`config.mk`:
```
export PLATFORM = sky130hd
export DESIGN_NAME = gpio_input_debouncer
export DESIGN_NICKNAME = d
export VERILOG_FILES = /design/src/rtl/gpio_input_debouncer.sv
export SDC_FILE = /design/constraint.sdc
export NUM_CORES = 1
export LEC_CHECK = 0
export CORE_MARGIN = 1.5
export CORE_UTILIZATION = 55
export CTS_CLUSTER_DIAMETER = 200
export CTS_CLUSTER_SIZE = 20
export DETAILED_ROUTE_END_ITERATION = 7
export PLACE_DENSITY_LB_ADDON = 0.2
export SLEW_MARGIN = 20
export SYNTH_ARGS = -nofsm -noshare
export SYNTH_HDL_FRONTEND = slang
export SYNTH_SLANG_ARGS = --single-unit
export TNS_END_PERCENT = 30
```
`constraint.sdc`:
```
create_clock -name clk -period 2 [get_ports clk]
set_clock_uncertainty 0.2 [all_clocks]
set_input_delay 0.3 -clock clk [delete_from_list [all_inputs] [get_ports clk]]
set_output_delay 0.3 -clock clk [all_outputs]
set_load 0.005 [all_outputs]
```
`src/rtl/gpio_input_debouncer.sv`:
```
// -----------------------------------------------------------------------------
// gpio_input_debouncer
//
// Per-channel synchroniser and debouncer for raw board buttons and switches.
// Each raw pad input goes through a 2-flop synchroniser. A per-channel run
// counter then tracks how many consecutive cycles the synchronised level has
// disagreed with the accepted (debounced) level. A new level is accepted only
// after it has held for STABLE_CYCLES consecutive clocks. Any agreement in
// between (a glitch or bounce) clears the counter and leaves the output alone.
//
// Ports
//   clk         in   1        system clock
//   arst_n      in   1        asynchronous active-low reset
//   in_raw      in   NUM_CH   raw asynchronous pad inputs
//   db_out      out  NUM_CH   debounced levels
//   rise_pulse  out  NUM_CH   1-cycle pulse in the cycle db_out[i] first shows 1
//   fall_pulse  out  NUM_CH   1-cycle pulse in the cycle db_out[i] first shows 0
//   any_event   out  1        registered OR of all pulses, one cycle later
//
// Parameters
//   NUM_CH         number of channels
//   STABLE_CYCLES  consecutive mismatched cycles needed to accept a level (>= 1)
//   CNT_WIDTH      counter width, 2**CNT_WIDTH >= STABLE_CYCLES
// -----------------------------------------------------------------------------
module gpio_input_debouncer #(
    parameter int NUM_CH        = 9,
    parameter int STABLE_CYCLES = 1_000_000,
    parameter int CNT_WIDTH     = 20
) (
    input  logic              clk,
    input  logic              arst_n,
    input  logic [NUM_CH-1:0] in_raw,
    output logic [NUM_CH-1:0] db_out,
    output logic [NUM_CH-1:0] rise_pulse,
    output logic [NUM_CH-1:0] fall_pulse,
    output logic              any_event
);

    // Elaboration-time parameter sanity.
    if (STABLE_CYCLES < 1) begin : g_bad_stable
        $error("gpio_input_debouncer: STABLE_CYCLES must be >= 1");
    end
    if ((64'd1 << CNT_WIDTH) < 64'(STABLE_CYCLES)) begin : g_bad_width
        $error("gpio_input_debouncer: CNT_WIDTH too small for STABLE_CYCLES");
    end

    // Terminal count: the mismatch that arrives while the counter sits here
    // is the STABLE_CYCLES-th consecutive one, so it is accepted. With
    // STABLE_CYCLES == 1 this is zero and acceptance is immediate.
    localparam logic [CNT_WIDTH-1:0] CNT_MAX = CNT_WIDTH'(STABLE_CYCLES - 1);

    logic [NUM_CH-1:0]    r_sync1;
    logic [NUM_CH-1:0]    r_sync2;
    logic [CNT_WIDTH-1:0] r_cnt [NUM_CH];
    logic [NUM_CH-1:0]    r_db;
    logic [NUM_CH-1:0]    r_rise;
    logic [NUM_CH-1:0]    r_fall;
    logic                 r_any;

    logic [CNT_WIDTH-1:0] w_cnt_nxt [NUM_CH];
    logic [NUM_CH-1:0]    w_db_nxt;
    logic [NUM_CH-1:0]    w_rise_nxt;
    logic [NUM_CH-1:0]    w_fall_nxt;

    // Two-flop synchroniser; only r_sync2 feeds the debounce logic.
    always_ff @(posedge clk or negedge arst_n) begin
        if (!arst_n) begin
            r_sync1 <= '0;
            r_sync2 <= '0;
        end else begin
            r_sync1 <= in_raw;
            r_sync2 <= r_sync1;
        end
    end

    // Next-state logic for each channel's counter, level and edge pulses.
    always_comb begin
        w_cnt_nxt  = r_cnt;
        w_db_nxt   = r_db;
        w_rise_nxt = '0;
        w_fall_nxt = '0;
        for (int i = 0; i < NUM_CH; i++) begin
            if (r_sync2[i] == r_db[i]) begin
                // Stable, or a glitch ended before acceptance: restart the run.
                w_cnt_nxt[i] = '0;
            end else if (r_cnt[i] >= CNT_MAX) begin
                // Saturating compare: accept the new level and emit its edge.
                w_cnt_nxt[i]  = '0;
                w_db_nxt[i]   = r_sync2[i];
                w_rise_nxt[i] = r_sync2[i];
                w_fall_nxt[i] = ~r_sync2[i];
            end else begin
                w_cnt_nxt[i] = r_cnt[i] + CNT_WIDTH'(1);
            end
        end
    end

    // Per-channel state and registered edge pulses.
    always_ff @(posedge clk or negedge arst_n) begin
        if (!arst_n) begin
            for (int i = 0; i < NUM_CH; i++) begin
                r_cnt[i] <= '0;
            end
            r_db   <= '0;
            r_rise <= '0;
            r_fall <= '0;
        end else begin
            r_cnt  <= w_cnt_nxt;
            r_db   <= w_db_nxt;
            r_rise <= w_rise_nxt;
            r_fall <= w_fall_nxt;
        end
    end

    // Summary event flag, one stage behind the pulses.
    always_ff @(posedge clk or negedge arst_n) begin
        if (!arst_n) begin
            r_any <= 1'b0;
        end else begin
            r_any <= |(r_rise | r_fall);
        end
    end

    assign db_out     = r_db;
    assign rise_pulse = r_rise;
    assign fall_pulse = r_fall;
    assign any_event  = r_any;

endmodule
```
==> results.toml, run 1 <==
[status]
status = "finished with violations"
violations = "setup timing"

[routing]
firstDrtPassIters = 5
ant_nets = 0
vias_per_cell = 5.45
wirelength_mm = 20.4
wire_per_inst_um = 14.6
drt_iter0_drc = 391
drc_errors = 0
vias = 7605

[place]
dp_cells = 1376
io_buffers = 38
placed_cell_area_um2 = 11900
place_worst_setup_slack_ns = -0.115
dp_hpwl_mm = 14.2
gp_congestion = 0.862

[yosys]
ys.flop_type = "dfrtp_1"
ys_types = 49
syn_area_per_cell_um2 = 10.2
synth_edf_count = 0
synth_area_leaders = "dfrtp_1 (54%), nor2_1 (7.6%), xor2_1 (7.3%)"
ys_ff_latch = 226
mappedNetlistNets = 1041
seq_area_frac_synth = 0.543
synth_top_area_share = 0.543
syn_area_um2 = 10400
yosys.area.top_type = "dfrtp_1"
synthArstFlopShare = 1.00
yosys_warnings = 0
syn_inst = 1021

[floorplan]
row_count = 50
core_region_area_um2 = 18600
die_h_um = 141
start_util = 0.559
die_w_um = 141
design.die.area_um2 = 19800
io_pins = 39

[clock_network]
path_clk_slew_ns = 0.08
cts_sinks = 226
h-tree-depth = 1
cts_tree = "done"
clockRootBuffer = "clkbuf_16"
cts_buffers = 15
clkLatencyLatePin_ns = 0.48
cts_max_path_buffers = 3

[power_and_ir_drop]
power_density_nw_per_um2 = 636
p_leak_nw = 5.45
vdd_drop_max_v = 0.000684

[worst_setup_path]
end_kind = "register"
crit_required_ns = 2.16
crit_path_max_incr_delay_ns = 0.46
cp_cell_sequence = "ha_2, and4_4, a2111o_1, a21oi_4, nor2_2, mux2_2"
start_kind = "register"
path_buf_inv = 0
arrival_ns = 2.29
criticalPathCategory = "reg -> reg"
worstSetupStartpoint = "r_cnt[121]"
crit_family = "compound AO/OA/AOI/OAI gates"
path_max_fanout = 4
reg2reg_from = "r_cnt[121]"
cp_slowest_cell = "a2111o_1"

[finish]
post_route_cells_drive_above_1_share = 0.159
instances_no_fill = 1396
area_delta_synth_final_pct = 19.9
fin_area_um2 = 12500
nNetsFinal = 1183
n_antenna_cell = 0

[sta]
layout_setup_ws_ns = -0.128
worstMarginPinSlew_ns = 0.552
rsz0062_at_grt = "yes"
setup_viol = 26
hold_ws_ns = 0.0553
fin_crit_sh = 1.06
slew_headroom = 0.630
drv_slew = 0
setup-tns-final_ns = -1.33
hold_viol_final = 0
period_needed_ns = 2.13
max_freq_ghz = 0.470

[global_route]
grt_pass1_wl_mm = 34.9
antenna_found_initial = 0
grt_usage = 0.212
grt_pass1_vias = 7421
grt_max_degree = 48
grt.overflow.total = 0

[run]
maxCapViolations = 0

[min_path]
hold_path_class = "in -> reg"
worst_hold_startpoint = "in_raw[0]"
-- where the power goes --
part / internal, mW / total [mW] / leakage, nW / switching [mW]
registers: 4.63 / 4.68 / 3.08 / 0.0527
logic: 0.169 / 0.395 / 2.18 / 0.227
clock network: 1.36 / 2.86 / 0.192 / 1.50
total: 6.16 / 7.94 / 5.45 / 1.78
-- sequential cells by signal, summed over array words and instances (netlist names) --
name / count
any_event: 1
db_out: 9
fall_pulse: 9
r_cnt: 180
r_sync1: 9
r_sync2: 9
rise_pulse: 9
-- per-layer routing --
layer,global-route usage,vias up,share of wire
met5,0,-,0
met2,0.351,113,0.48
met4,0.0422,0,0.014
li1,-,3774,-
met1,0.304,3700,0.47
met3,0.0279,18,0.033
-- cell usage after synthesis (2+ instances only) --
master    number
a211o_1        2
a21oi_1        7
a21oi_2        2
a311o_1        4
a31oi_1        6
and2_1         7
and3_1        36
and4_1         9
buf_2          6
buf_6          3
clkbuf_1       5
dfrtp_1      226
ha_1           9
inv_1         20
mux2_2         8
nand2_1       60
nand2b_1       4
nand3_1       76
nand4_1       35
nor2_1       210
nor3_1        31
nor3b_1       18
nor4_1        14
nor4b_1        7
o211a_1        2
o211ai_1       2
o21ai_0       16
o21ai_2        2
o31ai_1        4
or2_2          5
or4_1          4
xnor2_1       78
xor2_1        87
-- kinds of logic (layout without fill, tap and decap cells) --
| group | Yosys count | in the layout | synth area share |
|---|---|---|---|
| AOI/OAI and AO/OA | 57 | 58 | 0.0396 |
| adders and majority gates | 9 | 9 | 0.0108 |
| xor gates and xnor gates | 165 | 165 | 0.139 |
| DFF | 226 | 226 | 0.543 |
| and+or+nand+nor | 520 | 520 | 0.242 |
| buffers and inverters | 35 | 175 | 0.0159 |
| muxes | 9 | 9 | 0.00973 |
-- layout by cell type (no fill, tap or decap), types with 5 or more instances in the layout --
master,n
dfrtp_1,220
a31oi_1,5
inv_1,20
nor4_1,12
ha_1,7
clkdlybuf4s50_1,36
nor3_1,28
and3_1,36
buf_12,8
a21oi_1,7
and4_1,7
nand3_1,76
clkbuf_16,15
nor2_4,7
xor2_1,87
nand2_1,60
xnor2_1,78
nand4_1,35
o21ai_0,11
nor2_2,13
dfrtp_2,6
nor3b_1,14
nor2_1,190
and2_1,7
buf_4,89
mux2_2,8
-- through the flow --
step	utilization	total power [mW]
floorplan	-	4.90
global placement	0.636	5.14
detailed placement	0.636	5.15
CTS	0.659	8.02
global route	0.670	8.27
finish	0.670	7.94
-- path summary, 6_finish.rpt --
kind	end	slack [ns]	cells past startpoint
min reg2reg	r_sync2[2]	0.16	0
max reg2reg	db_out[2]	-0.13	6
min in group asynchronous	r_cnt[83]	0.12	2
max in group asynchronous	db_out[6]	0.91	3
max	db_out[2]	-0.13	6
min	r_sync1[0]	0.06	1
-- timing repair --
item,CTS,global route
pin swaps,5,26
gates resized for setup,8,59
setup buffers,1,2
gates cloned,0,2
setup endpoints to repair,54,130
hold buffers,1,0
endpoints found under the hold margin,226,0
-- final cells by class --
| cell class | instances | area, um2 |
|---|---|---|
| clock buffer | 15 | 375 |
| clock inverter | 1 | 16.3 |
| fill | 1436 | 6150 |
| inverter | 20 | 75.1 |
| multi-input combinational | 761 | 4800 |
| sequential | 226 | 5660 |
| tap | 234 | 293 |
| timing repair buffer | 139 | 1260 |
Note: power is estimated with default switching activity, not from simulation.
==> run 2, diff against run 1 <==
==> constraint.sdc (replaced) <==
create_clock -name clk -period 2 [get_ports clk]
set_clock_uncertainty 0.2 [all_clocks]
set_input_delay 0.3 -clock clk [delete_from_list [all_inputs] [get_ports clk]]
set_output_delay 0.3 -clock clk [all_outputs]
set_load 0.01 [all_outputs]
==> run 2 against run 1 <==
  * The run still ends with setup timing left
  * First-iteration DRC count shrank 3.6%
  * Via count grew 0.24%
  * Clock power is essentially flat
  * Routed wire length is essentially flat
  * Non-clock buffer count grew 1
  * Worst hold slack is essentially flat
  * Setup slack gained 0.0025 ns
  * Global-route usage is essentially flat
  * Cell area is essentially flat
  * Largest cell class unchanged
  * Largest power group unchanged
  * Highest routed layer unchanged
==> results.toml, run 2 (synthesis gave the netlist of run 1 again) <==
[worst_setup_path]
cp_cell_sequence = "ha_2, and4_4, a2111o_1, a21oi_4, nor2_2, mux2_2"
crit_path_max_incr_delay_ns = 0.46
arrival_ns = 2.29
crit_required_ns = 2.16
criticalPathCategory = "reg -> reg"
path_buf_inv = 0
rr_worst_depth = 6
start_kind = "register"
crit_family = "compound AO/OA/AOI/OAI gates"
r2r-end = "db_out[2]"
cp_slowest_cell = "a2111o_1"
reg2reg_from = "r_cnt[121]"
path_max_fanout = 4
worstSetupStartpoint = "r_cnt[121]"
end_kind = "register"
r2r_slack_ns = -0.13

[global_route]
grt.overflow.total = 0
antenna_found_initial = 0
grt_max_degree = 48
grt_pass1_wl_mm = 34.9
grt_pass1_vias = 7429
grt_usage = 0.212

[sta]
layout_setup_ws_ns = -0.126
hold_viol_final = 0
worstMarginPinSlew_ns = 0.552
max_freq_ghz = 0.470
rsz0062_at_grt = "yes"
period_needed_ns = 2.13
fin_crit_sh = 1.06
drv_slew = 0
setup_viol = 26
hold_ws_ns = 0.0558
slew_headroom = 0.630

[routing]
firstDrtPassIters = 5
ant_nets = 0
vias_per_cell = 5.46
wire_per_inst_um = 14.6
drt_iter0_drc = 377
wirelength_mm = 20.4
drc_errors = 0
vias = 7623

[clock_network]
cts_max_path_buffers = 3
clockRootBuffer = "clkbuf_16"
path_clk_slew_ns = 0.08
cts_sinks = 226
cts_tree = "done"
h-tree-depth = 1
cts_buffers = 15
clkLatencyLatePin_ns = 0.47

[finish]
layout_commonest_cell = "dfrtp_1"
fillers = 1439
largest_register_ffs = 180
top_register = "r_cnt"
instances_no_fill = 1397
layout_common_cells = "dfrtp_1 (222), nor2_1 (190), buf_4 (90)"
n_antenna_cell = 0
post_route_cells_drive_above_1_share = 0.158
nNetsFinal = 1184
area_delta_synth_final_pct = 19.9

[run]
maxCapViolations = 0

[min_path]
whs_path_depth = 1
hold_path_class = "in -> reg"
min_to = "r_sync1[0]"
worst_hold_startpoint = "in_raw[0]"

[power_and_ir_drop]
p_total_mw = 7.93
vdd_drop_max_v = 0.000685
power_frac_seq = 0.590
p_leak_nw = 5.51
clock_power_share = 0.360
switchingPower_mw = 1.77
switching_share = 0.224
p_comb_frac = 0.050
power_density_nw_per_um2 = 635
internal-power_mw = 6.16

[floorplan]
die_h_um = 141
start_util = 0.559
die_w_um = 141
core_region_area_um2 = 18600
row_count = 50
io_pins = 39
design.die.area_um2 = 19800

[place]
io_buffers = 38
dp_cells = 1376
place_worst_setup_slack_ns = -0.115
dp_hpwl_mm = 14.2
gp_congestion = 0.862

[status]
violations = "setup timing"
status = "finished with violations"
## run 2: what timing repair did
item	4_1_cts	5_1_grt
endpoints found under the hold margin	226	0
resized for setup	11	57
gates cloned	0	2
hold buffers	1	0
pin swaps	5	25
setup buffers	2	2
setup endpoints to repair	58	131
## run 2: worst max path at each step
stage                       to  slack (ns)  depth (start not counted)
floorplan            db_out[5]       -0.09                          5
global placement     db_out[5]       -0.06                          5
detailed placement  r_cnt[131]       -0.12                          6
CTS                  db_out[5]       -0.08                          5
global route         db_out[2]       -0.17                          6
finish               db_out[2]       -0.13                          6
## run 2: area by class of cell
type / instances / area, um2 / area share
clock buffers: 15 / 375 / 0.0301
inverters: 20 / 75.1 / 0.00601
clock inverters: 1 / 16.3 / 0.00130
multi-input cells: 761 / 4800 / 0.384
repair buffers: 140 / 1270 / 0.102
well taps: 234 / 293 / 0.0234
flip-flops and latches: 226 / 5660 / 0.453
## run 2: per-layer routing
layer | vias to the layer above | part of all wire | global-route usage
met4 | 0 | 0.014 | 0.0422
met1 | 3721 | 0.47 | 0.304
met2 | 107 | 0.48 | 0.352
met5 | - | 0 | 0
met3 | 18 | 0.031 | 0.0279
li1 | 3777 | - | -
## run 2: power groups by stage
stage	Combinational, mW	Clock [mW]	Sequential (mW)
final	0.395	2.86	4.68
after global routing	0.449	3.13	4.69
after CTS	0.385	2.96	4.68
after detailed placement	0.379	0	4.77
after global placement	0.375	0	4.77
after floorplan	0.132	0	4.77
## run 2: worst reg2reg max path: stages, from the launching register on
cell	delay, ns
dfrtp_1	0.39
ha_2	0.20
and4_4	0.15
a2111o_1	0.46
a21oi_4	0.27
nor2_2	0.07
mux2_2	0.28
## run 2: stage by stage
| stage | setup TNS, ns | utilization | instance area [um2] |
|---|---|---|---|
| global route | -6.56 | 0.670 | 12500 |
| global placement | -0.423 | 0.636 | 11900 |
| CTS | -0.226 | 0.660 | 12300 |
| detailed placement | -1.93 | 0.636 | 11900 |
| finish | -1.28 | 0.670 | 12500 |
| floorplan | -1.08 | - | 10400 |
==> run 3, diff against run 2 <==
--- a/config.mk
+++ b/config.mk
@@ -10,6 +10,7 @@
 export CTS_CLUSTER_DIAMETER = 200
 export CTS_CLUSTER_SIZE = 20
 export DETAILED_ROUTE_END_ITERATION = 7
+export GPL_TIMING_DRIVEN = 0
 export PLACE_DENSITY_LB_ADDON = 0.2
 export SLEW_MARGIN = 20
 export SYNTH_ARGS = -nofsm -noshare
==> run 3 against run 2 <==
  * The run still ends with setup timing left
  * Global-route usage decreased by 1.5 points
  * Worst hold slack improved by 0.0073 ns
  * Total power decreased by 0.51%
  * Die area unchanged
  * Non-clock buffer count decreased by 60
  * Utilization decreased by 0.40 points
  * Cell area decreased by 0.60%
  * Flip-flop and latch count unchanged
  * Clock-buffer cell count unchanged
  * Via count decreased by 3.8%
  * Critical endpoint is now db_out[5]
==> results.toml, run 3 (synthesis gave the netlist of run 1 again) <==
[finish]
area_delta_synth_final_pct = 19.2
multi_input_area_um2 = 5140
layout_common_cells = "dfrtp_1 (218), nor2_1 (169), xor2_1 (87)"
post_route_cells_drive_above_1_share = 0.153
nNetsFinal = 1123
top_register = "r_cnt"
largest_register_ffs = 180
seq_area_um2 = 5670
fillers = 1452
n_antenna_cell = 0
layout_commonest_cell = "dfrtp_1"

[power_and_ir_drop]
vdd_drop_max_v = 0.000782
power_density_nw_per_um2 = 636
p_total_mw = 7.89
p_leak_nw = 5.21

[min_path]
hold_path_class = "in -> reg"
worst_hold_startpoint = "in_raw[7]"
whs_path_depth = 1
min_to = "r_sync1[7]"

[worst_setup_path]
reg2reg_from = "r_cnt[71]"
path_max_fanout = 5
worstSetupStartpoint = "r_cnt[71]"
rr_worst_depth = 5
end_kind = "register"
r2r_slack_ns = -0.17
crit_required_ns = 2.15
start_kind = "register"
criticalPathCategory = "reg -> reg"
arrival_ns = 2.32
r2r-end = "db_out[5]"

[sta]
setup-tns-final_ns = -4.04
drv_slew = 0
period_needed_ns = 2.17
fin_crit_sh = 1.09
max_freq_ghz = 0.460
setup_viol = 57
layout_setup_ws_ns = -0.172
slew_headroom = 0.518
hold_viol_final = 0
rsz0062_at_grt = "yes"
worstMarginPinSlew_ns = 0.723

[clock_network]
cts_tree = "done"
clockRootBuffer = "clkbuf_16"
cts_buffers = 15
path_clk_slew_ns = 0.08
cts_sinks = 226
cts_max_path_buffers = 3
h-tree-depth = 1
clkLatencyLatePin_ns = 0.47

[routing]
wirelength_mm = 19.7
wire_per_inst_um = 14.8
firstDrtPassIters = 4
vias = 7333
drt_iter0_drc = 309
drc_errors = 0
vias_per_cell = 5.49
ant_nets = 0

[floorplan]
design.die.area_um2 = 19800
start_util = 0.559
row_count = 50
io_pins = 39
die_h_um = 141
die_w_um = 141
core_region_area_um2 = 18600

[global_route]
grt_pass1_vias = 7010
grt_usage = 0.198
grt_pass1_wl_mm = 32.6
grt_max_degree = 96
antenna_found_initial = 0
grt.overflow.total = 0

[status]
violations = "setup timing"
status = "finished with violations"

[place]
dp_hpwl_mm = 12.7
io_buffers = 38
gp_congestion = 0.787

[run]
maxCapViolations = 0
[run 3: cell types whose count changed in the layout (fill, tap and decap cells not counted), moves of 4 or more]
cell and delta:
nor2_4 +19, nor2_1 -21, buf_6 +9, buf_8 +4, dfrtp_1 -4, nand2_4 +5, ha_1 -6, buf_12 -6
nand2_1 -5, dfrtp_2 +4, buf_4 -73, ha_2 +4, nor4_1 -5
[run 3: power breakdown]
part	internal [mW]	switching (mW)	leakage (nW)
Sequential	4.63	0.0679	3.08
Clock	1.36	1.45	0.192
Combinational	0.156	0.227	1.94
Total	6.15	1.75	5.21
[run 3: final cells by class]
type                            count  share of cell area
Clock buffer                       15              0.0302
Clock inverter                      1             0.00131
Timing Repair Buffer               67              0.0566
Sequential cell                   226               0.456
Multi-Input combinational cell    760               0.414
Buffer                             13              0.0122
Tap cell                          234              0.0236
Inverter                           20             0.00605
[run 3: how the worst max path moves through the flow]
| stage | endpoint | slack [ns] |
|---|---|---|
| final | db_out[5] | -0.17 |
| after detailed placement | r_cnt[112] | -0.47 |
| after global routing | r_cnt[151] | -0.26 |
| after global placement | r_cnt[24] | -9.01 |
| after floorplan | db_out[5] | -0.09 |
| after CTS | r_cnt[155] | -0.19 |
[run 3: metal layers]
layer	vias to the layer above	part of all wire	track usage
li1	3647	-	-
met1	3583	0.49	0.289
met2	84	0.47	0.321
met3	19	0.028	0.0279
met4	0	0.013	0.0378
met5	-	0	0
[run 3: metrics by stage]
stage,cells,util,hold WS [ns],setup slack (ns),cell area [um2]
2_1_floorplan,1021,-,-0.196,-0.0895,10400
3_3_place_gp,1293,0.595,0.132,-9.01,11100
3_5_place_dp,1295,0.599,0.136,-0.469,11200
4_1_cts,1324,0.638,0.0455,-0.191,11900
5_1_grt,1336,0.666,0.0531,-0.255,12400
6_report,1336,0.666,0.0631,-0.172,12400
[run 3: repair_timing]
| action | CTS | global route |
|---|---|---|
| resized for setup | 72 | 102 |
| endpoints found under the hold margin | 93 | 0 |
| pin swaps | 28 | 39 |
| hold buffers | 1 | 0 |
| gates cloned | 1 | 2 |
| setup buffers | 13 | 10 |
| endpoints found under the setup margin | 166 | 140 |
[run 3: critical path: stages, from the launching register on]
cell     delay (ns)
dfrtp_2        0.43
or4_1          0.50
a211o_1        0.28
a21oi_4        0.20
or2_4          0.16
mux2_4         0.29
